==> src/rtl/cpu_pkg.sv <==
// rtl/cpu_pkg.sv - shared ISA constants and decoded-instruction type
package cpu_pkg;

    localparam int XLEN     = 32;
    localparam int NUM_REGS = 16;
    localparam int REG_AW   = 4;
    localparam int IMM_W    = 16;

    // Instruction field positions
    localparam int OP_MSB  = 31;
    localparam int OP_LSB  = 28;
    localparam int RD_MSB  = 27;
    localparam int RD_LSB  = 24;
    localparam int RS1_MSB = 23;
    localparam int RS1_LSB = 20;
    localparam int RS2_MSB = 19;
    localparam int RS2_LSB = 16;
    localparam int IMM_MSB = 15;
    localparam int IMM_LSB = 0;

    localparam logic [3:0] OP_NOP  = 4'd0;
    localparam logic [3:0] OP_ADD  = 4'd1;
    localparam logic [3:0] OP_SUB  = 4'd2;
    localparam logic [3:0] OP_AND  = 4'd3;
    localparam logic [3:0] OP_OR   = 4'd4;
    localparam logic [3:0] OP_XOR  = 4'd5;
    localparam logic [3:0] OP_ADDI = 4'd6;
    localparam logic [3:0] OP_LUI  = 4'd7;

    typedef struct packed {
        logic [3:0]        op;
        logic [REG_AW-1:0] rd;
        logic [REG_AW-1:0] rs1;
        logic [REG_AW-1:0] rs2;
        logic [IMM_W-1:0]  imm;
        logic              use_rs1;
        logic              use_rs2;
        logic              we;
        logic              illegal;
    } dec_t;

endpackage

==> src/rtl/instr_decoder.sv <==
// rtl/instr_decoder.sv - combinational instruction-word to decoded-struct mapping
// Ports: instr (32-bit word in), dec (decoded fields and usage flags out).
module instr_decoder
    import cpu_pkg::*;
(
    input  logic [XLEN-1:0] instr,
    output dec_t            dec
);

    always_comb begin
        dec         = '0;
        dec.op      = instr[OP_MSB:OP_LSB];
        dec.rd      = instr[RD_MSB:RD_LSB];
        dec.rs1     = instr[RS1_MSB:RS1_LSB];
        dec.rs2     = instr[RS2_MSB:RS2_LSB];
        dec.imm     = instr[IMM_MSB:IMM_LSB];
        case (instr[OP_MSB:OP_LSB])
            OP_NOP: ;
            OP_ADD, OP_SUB, OP_AND, OP_OR, OP_XOR: begin
                dec.use_rs1 = 1'b1;
                dec.use_rs2 = 1'b1;
                dec.we      = 1'b1;
            end
            OP_ADDI: begin
                dec.use_rs1 = 1'b1;
                dec.we      = 1'b1;
            end
            OP_LUI: begin
                dec.we      = 1'b1;
            end
            default: begin
                dec.illegal = 1'b1;
            end
        endcase
    end

endmodule

==> src/rtl/decode_issue.sv <==
// rtl/decode_issue.sv - decode/issue stage with hold register and busy scoreboard
// Ports: clk, rst_n (sync active-low); in_valid/in_ready/in_instr upstream
// handshake; out_valid/out_ready and decoded out_* fields downstream;
// wb_valid/wb_rd writeback release; flush drops the held instruction;
// busy scoreboard and saturating stall_cnt are observable.
module decode_issue
    import cpu_pkg::*;
#(
    parameter int STALL_CNT_W = 16
) (
    input  logic                   clk,
    input  logic                   rst_n,
    input  logic                   in_valid,
    output logic                   in_ready,
    input  logic [31:0]            in_instr,
    output logic                   out_valid,
    input  logic                   out_ready,
    output logic [3:0]             out_op,
    output logic [3:0]             out_rd,
    output logic [3:0]             out_rs1,
    output logic [3:0]             out_rs2,
    output logic [15:0]            out_imm,
    output logic                   out_we,
    output logic                   out_illegal,
    input  logic                   wb_valid,
    input  logic [3:0]             wb_rd,
    input  logic                   flush,
    output logic [15:0]            busy,
    output logic [STALL_CNT_W-1:0] stall_cnt
);

    dec_t                   dec;
    dec_t                   hold_q, hold_d;
    logic                   full_q, full_d;
    logic [NUM_REGS-1:0]    busy_q, busy_d;
    logic [STALL_CNT_W-1:0] stall_cnt_q, stall_cnt_d;

    logic [NUM_REGS-1:0]    wb_mask;
    logic [NUM_REGS-1:0]    eff_busy;
    logic                   hazard;
    logic                   issue;
    logic                   load;

    instr_decoder u_dec (
        .instr (in_instr),
        .dec   (dec)
    );

    always_comb begin
        wb_mask = wb_valid ? (16'b1 << wb_rd) : 16'b0;
        // A writeback landing this cycle already counts as released; R0 never busy.
        eff_busy = busy_q & ~wb_mask & 16'hFFFE;

        hazard = (hold_q.use_rs1 && eff_busy[hold_q.rs1]) ||
                 (hold_q.use_rs2 && eff_busy[hold_q.rs2]) ||
                 (hold_q.we      && eff_busy[hold_q.rd]);

        out_valid = full_q && !hazard;
        // flush wins over issue: the held instruction is discarded, not sent.
        issue     = out_valid && out_ready && !flush;
        in_ready  = !flush && (!full_q || (out_valid && out_ready));
        load      = in_valid && in_ready;

        hold_d = hold_q;
        full_d = full_q;
        if (load) begin
            hold_d = dec;
            full_d = 1'b1;
        end else if (issue || flush) begin
            full_d = 1'b0;
        end

        // Clear before set so a same-cycle issue to wb_rd leaves the bit set.
        busy_d = busy_q;
        if (wb_valid) begin
            busy_d[wb_rd] = 1'b0;
        end
        if (issue && hold_q.we && (hold_q.rd != '0)) begin
            busy_d[hold_q.rd] = 1'b1;
        end
        busy_d[0] = 1'b0;

        stall_cnt_d = stall_cnt_q;
        if (full_q && hazard && (stall_cnt_q != '1)) begin
            stall_cnt_d = stall_cnt_q + {{(STALL_CNT_W-1){1'b0}}, 1'b1};
        end
    end

    always_ff @(posedge clk) begin
        if (!rst_n) begin
            hold_q      <= '0;
            full_q      <= 1'b0;
            busy_q      <= '0;
            stall_cnt_q <= '0;
        end else begin
            hold_q      <= hold_d;
            full_q      <= full_d;
            busy_q      <= busy_d;
            stall_cnt_q <= stall_cnt_d;
        end
    end

    always_comb begin
        out_op      = hold_q.op;
        out_rd      = hold_q.rd;
        out_rs1     = hold_q.rs1;
        out_rs2     = hold_q.rs2;
        out_imm     = hold_q.imm;
        out_we      = hold_q.we;
        out_illegal = hold_q.illegal;
        busy        = busy_q;
        stall_cnt   = stall_cnt_q;
    end

endmodule

==> config.mk <==
export PLATFORM = sky130hd
export DESIGN_NAME = decode_issue
export DESIGN_NICKNAME = d
export VERILOG_FILES = /design/src/rtl/cpu_pkg.sv /design/src/rtl/instr_decoder.sv /design/src/rtl/decode_issue.sv
export SDC_FILE = /design/constraint.sdc
export NUM_CORES = 1
export LEC_CHECK = 0
export CAP_MARGIN = 10
export CORE_MARGIN = 10
export CORE_UTILIZATION = 44
export DETAILED_ROUTE_END_ITERATION = 6
export PLACE_DENSITY = 0.85
export SYNTH_ARGS = -nofsm -noshare
export SYNTH_HDL_FRONTEND = slang
export SYNTH_HIERARCHICAL = 1
export SYNTH_SLANG_ARGS = --single-unit
export TNS_END_PERCENT = 30
==> constraint.sdc <==
create_clock -name clk -period 3.4 [get_ports clk]
set_input_delay 0.85 -clock clk [delete_from_list [all_inputs] [get_ports clk]]
set_output_delay 0.85 -clock clk [all_outputs]
set_load 0.01 [all_outputs]
# After elaboration in Yosys (flattened, before gate mapping)
# Cells that the tools add are included.
# W data, S select, Z words.
# word_totals
reg_bits,69
inputBits,42
out_inout_bits,68
# op_classes
magnitude_cmp,6
eq_ne,8
addsub,1
n_reduce_logical,28
bitwise,5
muxes,19
shift,1
# ops
op,n
$mux W16,3
$and A16 B16 Y16,2
$not A16 Y16,2
$lt A4 B5 Y1 const B,4
$add A16 B1 Y16 const B,1
$eq A4 B3 Y1 const B,4
$ne A16 B16 Y1 const B,1
$or A16 B16 Y16,1
$shl A1 B4 Y16 const A,1
$logic_and A1 B1 Y1,14
$bmux W1 S4,3
$mux W1,11
$demux W1 S4,2
$eq A4 B2 Y1 const B,2
$ge A4 B1 Y1 const B,2
$reduce_or A8 Y1,1
$reduce_or A7 Y1,1
$reduce_or A6 Y1,1
$reduce_or A5 Y1,1
$eq A4 B1 Y1 const B,1
$logic_not A4 Y1,1
$logic_or A1 B1 Y1,4
$reduce_bool A4 Y1,1
$logic_not A1 Y1,3
$reduce_bool A2 Y1,1

# Logic depth before layout (Yosys ltp)
# logic_depth
word_depth,16
depth_mapped,11

# Hierarchy
# The synthesis kept the hierarchy.
# modules_own_cells
module,n_inst,area_each_um2,cells_each
decode_issue,1,3839.9,471
instr_decoder,1,292.8,38

# Least setup slack after synthesis
# No wires, ideal clock.
# synth_timing
kind,input-to-output
start,input wb_rd[1]
end,output out_valid
arrival_time_ns,2.685
setup_slack_ns,-0.135
required_time_ns,2.550
n_path_buf,3
stages,11
cell_sequence,or2_2 -> clkbuf_1 -> o21ai_0 -> mux2i_1 -> o311ai_1 -> o21a_1 -> and3_4 -> buf_6 -> buf_2 -> nand2_1 -> inv_1
# synth_via
elab_chain_cells,11
# synth_rtl
item,line,text
from (decl),decode_issue.sv:26,"input logic [3:0] wb_rd,"
$shl A1 B4 Y16 *,decode_issue.sv:50,wb_mask = wb_valid ? (16'b1 << wb_rd) : 16'b0;
$mux W16 *,decode_issue.sv:50,
$not A16 Y16 *,decode_issue.sv:52,eff_busy = busy_q & ~wb_mask & 16'hFFFE;
$and A16 B16 Y16 *,decode_issue.sv:52,
"$bmux W1 S4, on equally long branches","decode_issue.sv:54, decode_issue.sv:55",
"$mux W1, on equally long branches","decode_issue.sv:54, decode_issue.sv:55",
"$logic_and A1 B1 Y1, on equally long branches","decode_issue.sv:54, decode_issue.sv:55",
$logic_or A1 B1 Y1,decode_issue.sv:54,hazard = (hold_q.use_rs1 && eff_busy[hold_q.rs1]) ||
$logic_or A1 B1 Y1 *,decode_issue.sv:55,(hold_q.use_rs2 && eff_busy[hold_q.rs2]) ||
$logic_not A1 Y1 *,decode_issue.sv:58,out_valid = full_q && !hazard;
$logic_and A1 B1 Y1 *,decode_issue.sv:58,
to (decl),decode_issue.sv:16,"output logic out_valid,"
# Mark *: on every way between the ends. The rest lies on a longest branch, timed or not. The select of a mux whose other input is x is not followed.

# Worst setup path after layout
# layout_timing
start,input wb_rd[3]
end,output in_ready
# layout_via
elab_chain_cells,14
# layout_rtl
item,line,text
$shl A1 B4 Y16 *,decode_issue.sv:50,
$mux W16 *,decode_issue.sv:50,
$not A16 Y16 *,decode_issue.sv:52,
$and A16 B16 Y16 *,decode_issue.sv:52,
"$bmux W1 S4, on equally long branches","decode_issue.sv:54, decode_issue.sv:55",
"$mux W1, on equally long branches","decode_issue.sv:54, decode_issue.sv:55",
"$logic_and A1 B1 Y1, on equally long branches","decode_issue.sv:54, decode_issue.sv:55",
$logic_or A1 B1 Y1,decode_issue.sv:54,
$logic_or A1 B1 Y1 *,decode_issue.sv:55,
$logic_not A1 Y1 *,decode_issue.sv:58,
$logic_and A1 B1 Y1 *,decode_issue.sv:58,
$logic_and A1 B1 Y1 *,decode_issue.sv:61,in_ready = !flush && (!full_q || (out_valid && out_ready));
$logic_or A1 B1 Y1 *,decode_issue.sv:61,
$logic_and A1 B1 Y1 *,decode_issue.sv:61,
to (decl),decode_issue.sv:14,"output logic in_ready,"
# Marked as above.

==> metrics.csv <==
metric,value,unit
outcome,finished with violations,
violations,setup timing,
place_area,5070,um2
finalCritPeriodShare,1.04,
ir_drop,0.225,mV
die_area,13700,um2
cp-start-kind,input pin,
synth_ff_type,dfxtp_1,
rsz0062_at_grt,yes,
max_slew_margin,0.603,
max_stage_delay,0.48,ns
synthTopCellsByCount,"102 x nand2_1, 68 x dfxtp_1, 66 x buf_4",
worstPathMaxFanout,4,
clock-sinks,68,
place_ws,-0.977,ns
ys_types,54,
core,9200,um2
drive_gt1_frac,0.181,
start_util,0.449,
synth_nets,552,
num_rows,35,
n_antenna_cell,0,
nNetsFinal,630,
synth_area_per_cell,8.12,um2
min_path_type,register to register,
multi_input_area,2210,um2
cts-buffers-inserted,9,
path_cells,"buf_8, buf_6, nand3_4, o21ai_2, mux4_2, nand2b_4, a41o_1, a41o_1, nor2b_1, buf_2",
io_buffer_count,108,
place.gp.congestion,0.935,
syn_inst,509,
cts_max_level,3,
io_pins,110,
insertion_delay,0.34,ns
worst_path_max_delay_cell,mux4_2,
drc,0,
r2r-start,out_rs1[0],
drt-pass1-iter-count,5,
wl,12600,um
viasPerCell,5.53,
syn_area,4130,um2
hold_start,out_op[2],
die_h,117,um
synth.most_common_cell,nand2_1,
regArea,1360,um2
drtAntennaViolNets,0,
netlist.area_leader.share,0.329,
path_clk_slew,0.06,ns
crit_arrival,2.68,ns
first_iter_violations,285,
clockBufferDepth,2,
fmax,0.283,GHz
grt_max_degree,85,
antenna_found_initial,0,
ys_ff_latch,68,
setup_slack,-0.128,ns
final_area,5520,um2
grt_usage,0.181,
total_power,1.83,mW
drv_cap,0,
clock-skew-final,0.00803,ns
ys_seq_area_frac,0.329,
fillerInstances,798,
yosys_warnings,6,
worstSetupEndpointType,output port,
synthTopCellsByArea,"dfxtp_1 33%, buf_4 12%, mux2i_1 11%",
synth_top_cell_by_area,dfxtp_1,
period_needed,3.53,ns
setup.worst_path.start,wb_rd[3],
tritoncts,done,
p_per_area,331,nW/um2
drv_slew,0,
cts_root_buffer,clkbuf_8,
synth_edf_count,0,
hold_violations,0,
cpMostUsedCell,a41o_1,
p_leak,1.95,nW
dp_hpwl,9470,um
required,2.55,ns
grt_pass1_wl,19800,um
synth_async_sr_flop_share,0,
gr-total-overflow,0,
grt_pass1_vias,3860,
worst_slew_pin_slew,0.595,ns
crit_type,input pin to output port,
area_growth,33.5,%
wl_per_cell,18.0,um
setup_violations,2,
vias,3881,
die_x,117,um
## cell usage in the layout (no fill, tap or decap), drive strengths merged, types with 2 or more instances in the layout
cell type and n:
clkbuf 14, o31ai 8, nor3 8, a211oi 3, nor4 3, a31oi 2, nand3b 5, a41o 2
dfxtp 68, clkdlybuf4s50 100, or4 5, o311ai 2, nor2 15, nand2b 12, a21oi 9, inv 13
mux2i 47, or3b 2, nand4 6, o22ai 11, nor2b 5, nand2 102, o21ai 18, o221ai 2
nand3 12, o2111ai 13, buf 65, nor3b 4, o211ai 18, and3 6
## worst paths after layout
kind                  to  slack (ns)  cells past startpoint
max             in_ready       -0.13                     10
min            out_op[2]        0.46                      2
max reg2reg  out_imm[13]        0.72                      8
min reg2reg    out_op[2]        0.46                      2
## sequential cells by signal, summed over array words and instances (netlist names)
signal	flops
busy	15
full_q	1
hold_q	2
out_illegal	1
out_imm	16
out_op	4
out_rd	4
out_rs1	4
out_rs2	4
out_we	1
stall_cnt	16
## critical path, delay by kind of cell
family	cells	cell delay, ns
AO/OA/AOI/OAI	3	0.57
buffers and inverters	3	0.37
multiplexers	1	0.48
AND/OR/NAND/NOR	3	0.42
## per-layer routing
layer	GRT usage	up-vias	share of wire
met1	0.210	1810	0.40
met4	0.0890	0	0.028
met5	0	-	0
li1	-	1877	-
met2	0.299	167	0.49
met3	0.0545	27	0.083
## cell families (layout without fill, tap and decap cells)
| family | after synthesis | count (layout) | synth area share |
|---|---|---|---|
| muxes | 48 | 48 | 0.119 |
| DFF | 68 | 68 | 0.329 |
| adders and majority gates | 1 | 1 | 0.00303 |
| buffers and inverters | 111 | 193 | 0.170 |
| AOI/OAI and AO/OA | 92 | 92 | 0.155 |
| other | 1 | 1 | 0.000907 |
| and+or+nand+nor | 188 | 188 | 0.223 |
## final cells by class
cell class              instances  area share
flip-flops and latches         68       0.247
clock inverters                 1     0.00544
clock buffers                  14      0.0313
well taps                     111      0.0252
repair buffers                165       0.282
multi-input cells             330       0.400
inverters                      13     0.00885
## metrics by stage
| step | hold WS [ns] | cells | TNS [ns] | util |
|---|---|---|---|---|
| after floorplan | 0.435 | 509 | 0 | - |
| after global placement | 0.442 | 674 | -17.18 | 0.551 |
| after detailed placement | 0.453 | 674 | -19.78 | 0.551 |
| after CTS | 0.461 | 701 | -0.107 | 0.595 |
| after global routing | 0.489 | 702 | -0.260 | 0.600 |
| final | 0.458 | 702 | -0.145 | 0.600 |
## power by group
| part | total (mW) | internal (mW) | switching (mW) | leakage, nW |
|---|---|---|---|---|
| logic | 0.296 | 0.153 | 0.142 | 1.29 |
| registers | 0.842 | 0.819 | 0.0231 | 0.552 |
| clock network | 0.688 | 0.396 | 0.292 | 0.103 |
## repair_timing
action / in CTS / in global routing
setup endpoints to repair: 29 / 2
hold buffers: 0 / 0
pin swaps: 8 / 10
buffers inserted: 12 / 1
gates resized for setup: 60 / 8
Note: power is estimated with default switching activity, not from simulation.
==> patch 1: new RTL, same flow settings <==
Reset style: asynchronous (`rst_n`), changed in one clocked block.
--- a/src/rtl/decode_issue.sv
+++ b/src/rtl/decode_issue.sv
@@ -87,5 +87,5 @@
     end
 
-    always_ff @(posedge clk) begin
+    always_ff @(posedge clk or negedge rst_n) begin
         if (!rst_n) begin
             hold_q      <= '0;
Behaviour: differs if rst_n is asserted again (counterexample within 4 cycles, from zero or initial values and one cycle with rst_n low); with rst_n held inactive, the same outputs for 4 cycles.
==> patch 1 against the original RTL <==
The flow still finishes with violations (setup timing); area after synthesis decreased by 2.1%; setup slack got worse by 0.24 ns; cell count decreased by 15%; fmax decreased by 6.4%; sequential cell count unchanged; sequential share of layout area increased by 6.2 points; routed wire length decreased by 7.0%; final area about the same; worst hold slack got worse by 0.10 ns; global-route usage decreased by 0.51 points.
Power is not compared: it rests on default switching activity, and its combinational part moved more than twofold at a synthesized area within 25%.
==> patch 1: results (changes against the original RTL) <==
stage	metric	value	unit	change
outcome	outcome	finished with violations		
outcome	violations	setup timing		
worst_setup_path	worstSetupStartpoint	wb_rd[0]		
logic_synthesis	synth_ff_type	dfrtp_1		
sta	setup_tns	-3.06	ns	-2.92 ns
worst_setup_path	rr_startpoint	busy[4]$_DFF_PN0_		
cells_and_area	nNetsFinal	525		-17%
sta	worst_slack	-0.371	ns	-0.243 ns
logic_synthesis	synthMuxAreaShare	11.6	%	-0.33 points
placement	dpl.cell_count	571		-15%
global_routing	grt_pass1_wl	18.7	mm	-5.6%
logic_synthesis	yosysSeqAreaShare	42.1	%	+9.1 points
placement	post-dp-hpwl	8.93	mm	-5.6%
logic_synthesis	synth_fa_ha_area_share	0.309	%	+0.0065 points
clocking	clk_latency	0.36	ns	+0.02 ns
global_routing	track_usage	17.6	%	-0.51 points
detailed_routing	num_vias	3340		-14%
detailed_routing	routedWlPerCell	19.7	microns	+9.7%
global_routing	grt_max_degree	37		-56%
logic_synthesis	synth_compound_area_share	14.4	%	-1.1 points
worst_setup_path	reg2regPathDepth	10		+2
logic_synthesis	ys_top_cells_by_area	dfrtp_1, buf_4, mux2_1		
detailed_routing	drt_iter0_markers	205		-28%
global_routing	grt_pass1_vias	3646		-5.5%
clocking	path_clk_slew	0.09	ns	+0.03 ns
detailed_routing	drtPass1Iterations	4		-1
logic_synthesis	synthTopCellsByCount	dfrtp_1, buf_4, mux2_1		
hold_path	hold_class	in2async		
logic_synthesis	synth_cell_type_count	52		-3.7%
logic_synthesis	synth_nets	436		-21%
sta	worst_clock_skew	0.0155	ns	+0.00746 ns
sta	setup-violations-final	52		+50
logic_synthesis	syn_inst	393		-23%
cells_and_area	layout-drive-gt1-share	23.0	%	+4.9 points
detailed_routing	via_per_inst	5.61		+1.5%
patch 1: cell types whose count changed after synthesis, moves of 5 or more:
cell,delta
nor2_1,+5
xnor2_1,+14
dfrtp_1,+68
a21oi_1,-8
mux2_1,+36
nand2_1,-85
nand4_1,+5
mux2i_1,-44
dfxtp_1,-68
clkbuf_1,-8
o22ai_1,-10
or4_1,-5
patch 1: cell families after synthesis:
kind of cell               Yosys count
xor gates and xnor gates            14
DFF                                 68
AOI/OAI and AO/OA                   75
buffers and inverters               99
other                                1
and+or+nand+nor                     94
adders and majority gates            1
muxes                               41
patch 1: per-layer routing:
metal  GRT usage (%)  wire length, microns  vias to the layer above
met3            4.65                   896                       20
met2            30.6                  6040                      118
met5               0                     0                        -
li1                -                     -                     1526
met1            19.8                  4530                     1676
met4            8.17                   256                        0
patch 1: where the power goes:
group / total [mW] / internal [mW] / switching [mW]
clock network: 0.817 / 0.489 / 0.328
registers: 1.14 / 0.958 / 0.183
logic: 1.12 / 0.602 / 0.518
total: 3.08 / 2.05 / 1.03
patch 1: worst max-delay path: cells and delay by family:
family	cells	cell delay, ns
buffers and inverters	2	0.21
AO/OA/AOI/OAI	3	0.57
multiplexers	1	0.47
AND/OR/NAND/NOR	3	0.83
patch 1: layout make-up:
type,instances,area (sq um)
clock buffers,10,128
inverters,12,45.0
fillers,726,3340
flip-flops and latches,68,1700
multi-input cells,226,1850
clock inverters,6,111
repair buffers,165,1540
well taps,108,135
patch 1: through the flow:
| stage | hold WS (ns) | utilization, % | worst slack (ns) |
|---|---|---|---|
| 3_3_place_gp | 0.468 | 57.2 | -1.17 |
| 3_5_place_dp | 0.474 | 57.2 | -1.21 |
| 2_1_floorplan | 0.458 | - | -0.308 |
| 4_1_cts | 0.354 | 61.3 | -0.453 |
| 6_report | 0.354 | 62.3 | -0.371 |
| 5_1_grt | 0.355 | 62.3 | -0.425 |
patch 1: worst paths after layout:
check	end	slack [ns]
hold / removal	out_imm[15]$_DFFE_PN0P_	0.35
setup / recovery	out_valid	-0.37
max in group asynchronous	busy[1]$_DFF_PN0_	2.32
hold reg to reg	out_imm[10]$_DFFE_PN0P_	0.49
setup reg to reg	busy[3]$_DFF_PN0_	0.47
min in group clk	out_imm[10]$_DFFE_PN0P_	0.49
patch 1: what timing repair did:
action,CTS,global route
endpoints found under the hold margin,0,0
gates resized for setup,48,17
setup buffers,5,4
pin swaps,8,8
setup endpoints to repair,55,56
==> patch 2: new RTL, config.mk and constraints unchanged <==
Made on the original files. `STALL_CNT_W`: 16 -> 24.
--- a/src/rtl/decode_issue.sv
+++ b/src/rtl/decode_issue.sv
@@ -7,5 +7,5 @@
     import cpu_pkg::*;
 #(
-    parameter int STALL_CNT_W = 16
+    parameter int STALL_CNT_W = 24
 ) (
     input  logic                   clk,
Ports: changed (resized stall_cnt); port bits go from 110 to 118. No check against the original RTL was run, so the function may have changed too.
==> patch 2 against the original RTL <==
The flow still finishes with violations (setup timing); total power grew 7.8%; sequential cell count grew 8; final area grew 4.8%; clock skew grew 0.0083 ns; critical path depth grew 1; count of clock-buffer cells in the layout shrank 5; critical endpoint is now out_valid; via count grew 14%; routed wire length grew 9.5%; highest routed layer unchanged; setup slack lost 0.060 ns; global-route usage grew 0.74 points; cell count grew 11%; area after synthesis grew 6.2%; die area grew 5.1%; first-iteration DRC count grew 15%.
==> patch 2: results (changes against the original RTL) <==
stage	metric	value	unit	change
logic_synthesis	yosysSeqAreaShare	34.7	%	+1.7 points
power_and_ir_drop	switching_power	549	uW	+20%
power_and_ir_drop	seq_cell_power	946	uW	+12%
worst_setup_path	cp.arrival	2.74	ns	+0.06 ns
worst_setup_path	slowest_delay	0.42	ns	-0.06 ns
global_routing	grt_max_degree	97		+14%
outcome	violations	setup timing		
placement	post-dp-hpwl	10.3	mm	+9.0%
sta	setup-violations-final	2		unchanged
logic_synthesis	synthTopCellsByCount	dfxtp_1, buf_4, nand2_1		
worst_setup_path	rr_startpoint	out_rd[1]$_SDFFE_PN0P_		
worst_setup_path	worstSetupStartpoint	wb_rd[0]		
clocking	path_clk_slew	0.08	ns	+0.02 ns
logic_synthesis	synth_compound_area_share	21.6	%	+6.1 points
outcome	outcome	finished with violations		
detailed_routing	wl_met3	1.48	mm	+41%
logic_synthesis	synth_nets	604		+9.4%
power_and_ir_drop	cellLeakagePower	1.99	nW	+2.0%
detailed_routing	wirelength_met1	5.79	mm	+14%
worst_setup_path	cp-endpoint	out_valid		
worst_setup_path	ff2ff_setup_slack	0.69	ns	-0.03 ns
cells_and_area	nNetsFinal	683		+8.4%
worst_setup_path	reg2regPathDepth	10		+2
clocking	post_cts_buffers	6		-6
detailed_routing	routedWlPerCell	17.8	microns	-1.2%
global_routing	use_met3	8.06	%	+2.6 points
logic_synthesis	synthMuxAreaShare	2.05	%	-9.9 points
power_and_ir_drop	clkPwrFrac	35.7	%	-2.0 points
global_routing	use_met1	22.6	%	+1.7 points
sta	worst_slack	-0.188	ns	-0.0604 ns
logic_synthesis	synth_cell_type_count	57		+5.6%
sta	worst_clock_skew	0.0163	ns	+0.00830 ns
power_and_ir_drop	peakVddDrop	0.183	mV	-19%
sta	max_slew.worst_pin.slew	0.917	ns	+0.322 ns
clocking	clk_latency	0.36	ns	+0.02 ns
placement	dpl-instance-area	0.00547	sq mm	+8.0%
detailed_routing	num_vias	4424		+14%
placement	numPortBuffers	116		+7.4%
sta	setup_tns	-0.334	ns	-0.189 ns
worst_setup_path	worst_r2r_endpoint	stall_cnt[23]$_SDFFE_PN0P_		
hold_path	hp-start	out_imm[5]$_SDFFE_PN0P_		
detailed_routing	met2_length	6.19	mm	+1.1%
detailed_routing	drt_iter0_markers	329		+15%
logic_synthesis	synth_xor_area_share	0.200	%	+0.20 points
clocking	cts_resized	44		-27%
-- patch 2: changes by cell type in the layout (fill, tap and decap cells not counted), sizes merged, moves of 5 or more --
| cell | delta |
|---|---|
| nand3 | +45 |
| o31ai | +5 |
| o2111ai | -7 |
| or3 | +10 |
| nand2 | -37 |
| a21oi | +9 |
| dfxtp | +8 |
| o21ai | +34 |
| clkdlybuf4s50 | +8 |
| mux2i | -38 |
-- patch 2: stage by stage --
step / worst slack (ns) / hold WS, ns / cells / power [mW] / util (%)
2_1_floorplan: -0.113 / 0.429 / 561 / 1.16 / -
3_3_place_gp: -1.04 / 0.435 / 756 / 1.27 / 56.2
3_5_place_dp: -1.09 / 0.441 / 756 / 1.27 / 56.2
4_1_cts: -0.250 / 0.453 / 777 / 1.98 / 59.1
5_1_grt: -0.263 / 0.485 / 778 / 2.06 / 59.4
6_report: -0.188 / 0.451 / 778 / 1.97 / 59.4
-- patch 2: final cells by class --
| cell class | count | area [sq um] |
|---|---|---|
| Sequential cell | 76 | 1520 |
| Clock buffer | 9 | 124 |
| Fill cell | 891 | 3950 |
| Multi-Input combinational cell | 371 | 2260 |
| Tap cell | 133 | 166 |
| Clock inverter | 7 | 73.8 |
| Timing Repair Buffer | 171 | 1600 |
| Inverter | 11 | 41.3 |
-- patch 2: logic make-up after synthesis --
group | Yosys count
flops | 76
other cells | 1
compound gates | 143
simple gates | 216
xor+xnor | 1
mux | 9
fa+ha+maj | 1
buf+inv | 114
-- patch 2: worst register-to-register path: stages, from the launching register on --
cell and delay, ns:
dfxtp_1 0.68, buf_4 0.26, nand3_1 0.08, o22ai_1 0.14
o32a_1 0.19, and4bb_4 0.27, nor2_4 0.05, buf_6 0.11
buf_4 0.19, or4_1 0.53, a21oi_1 0.15
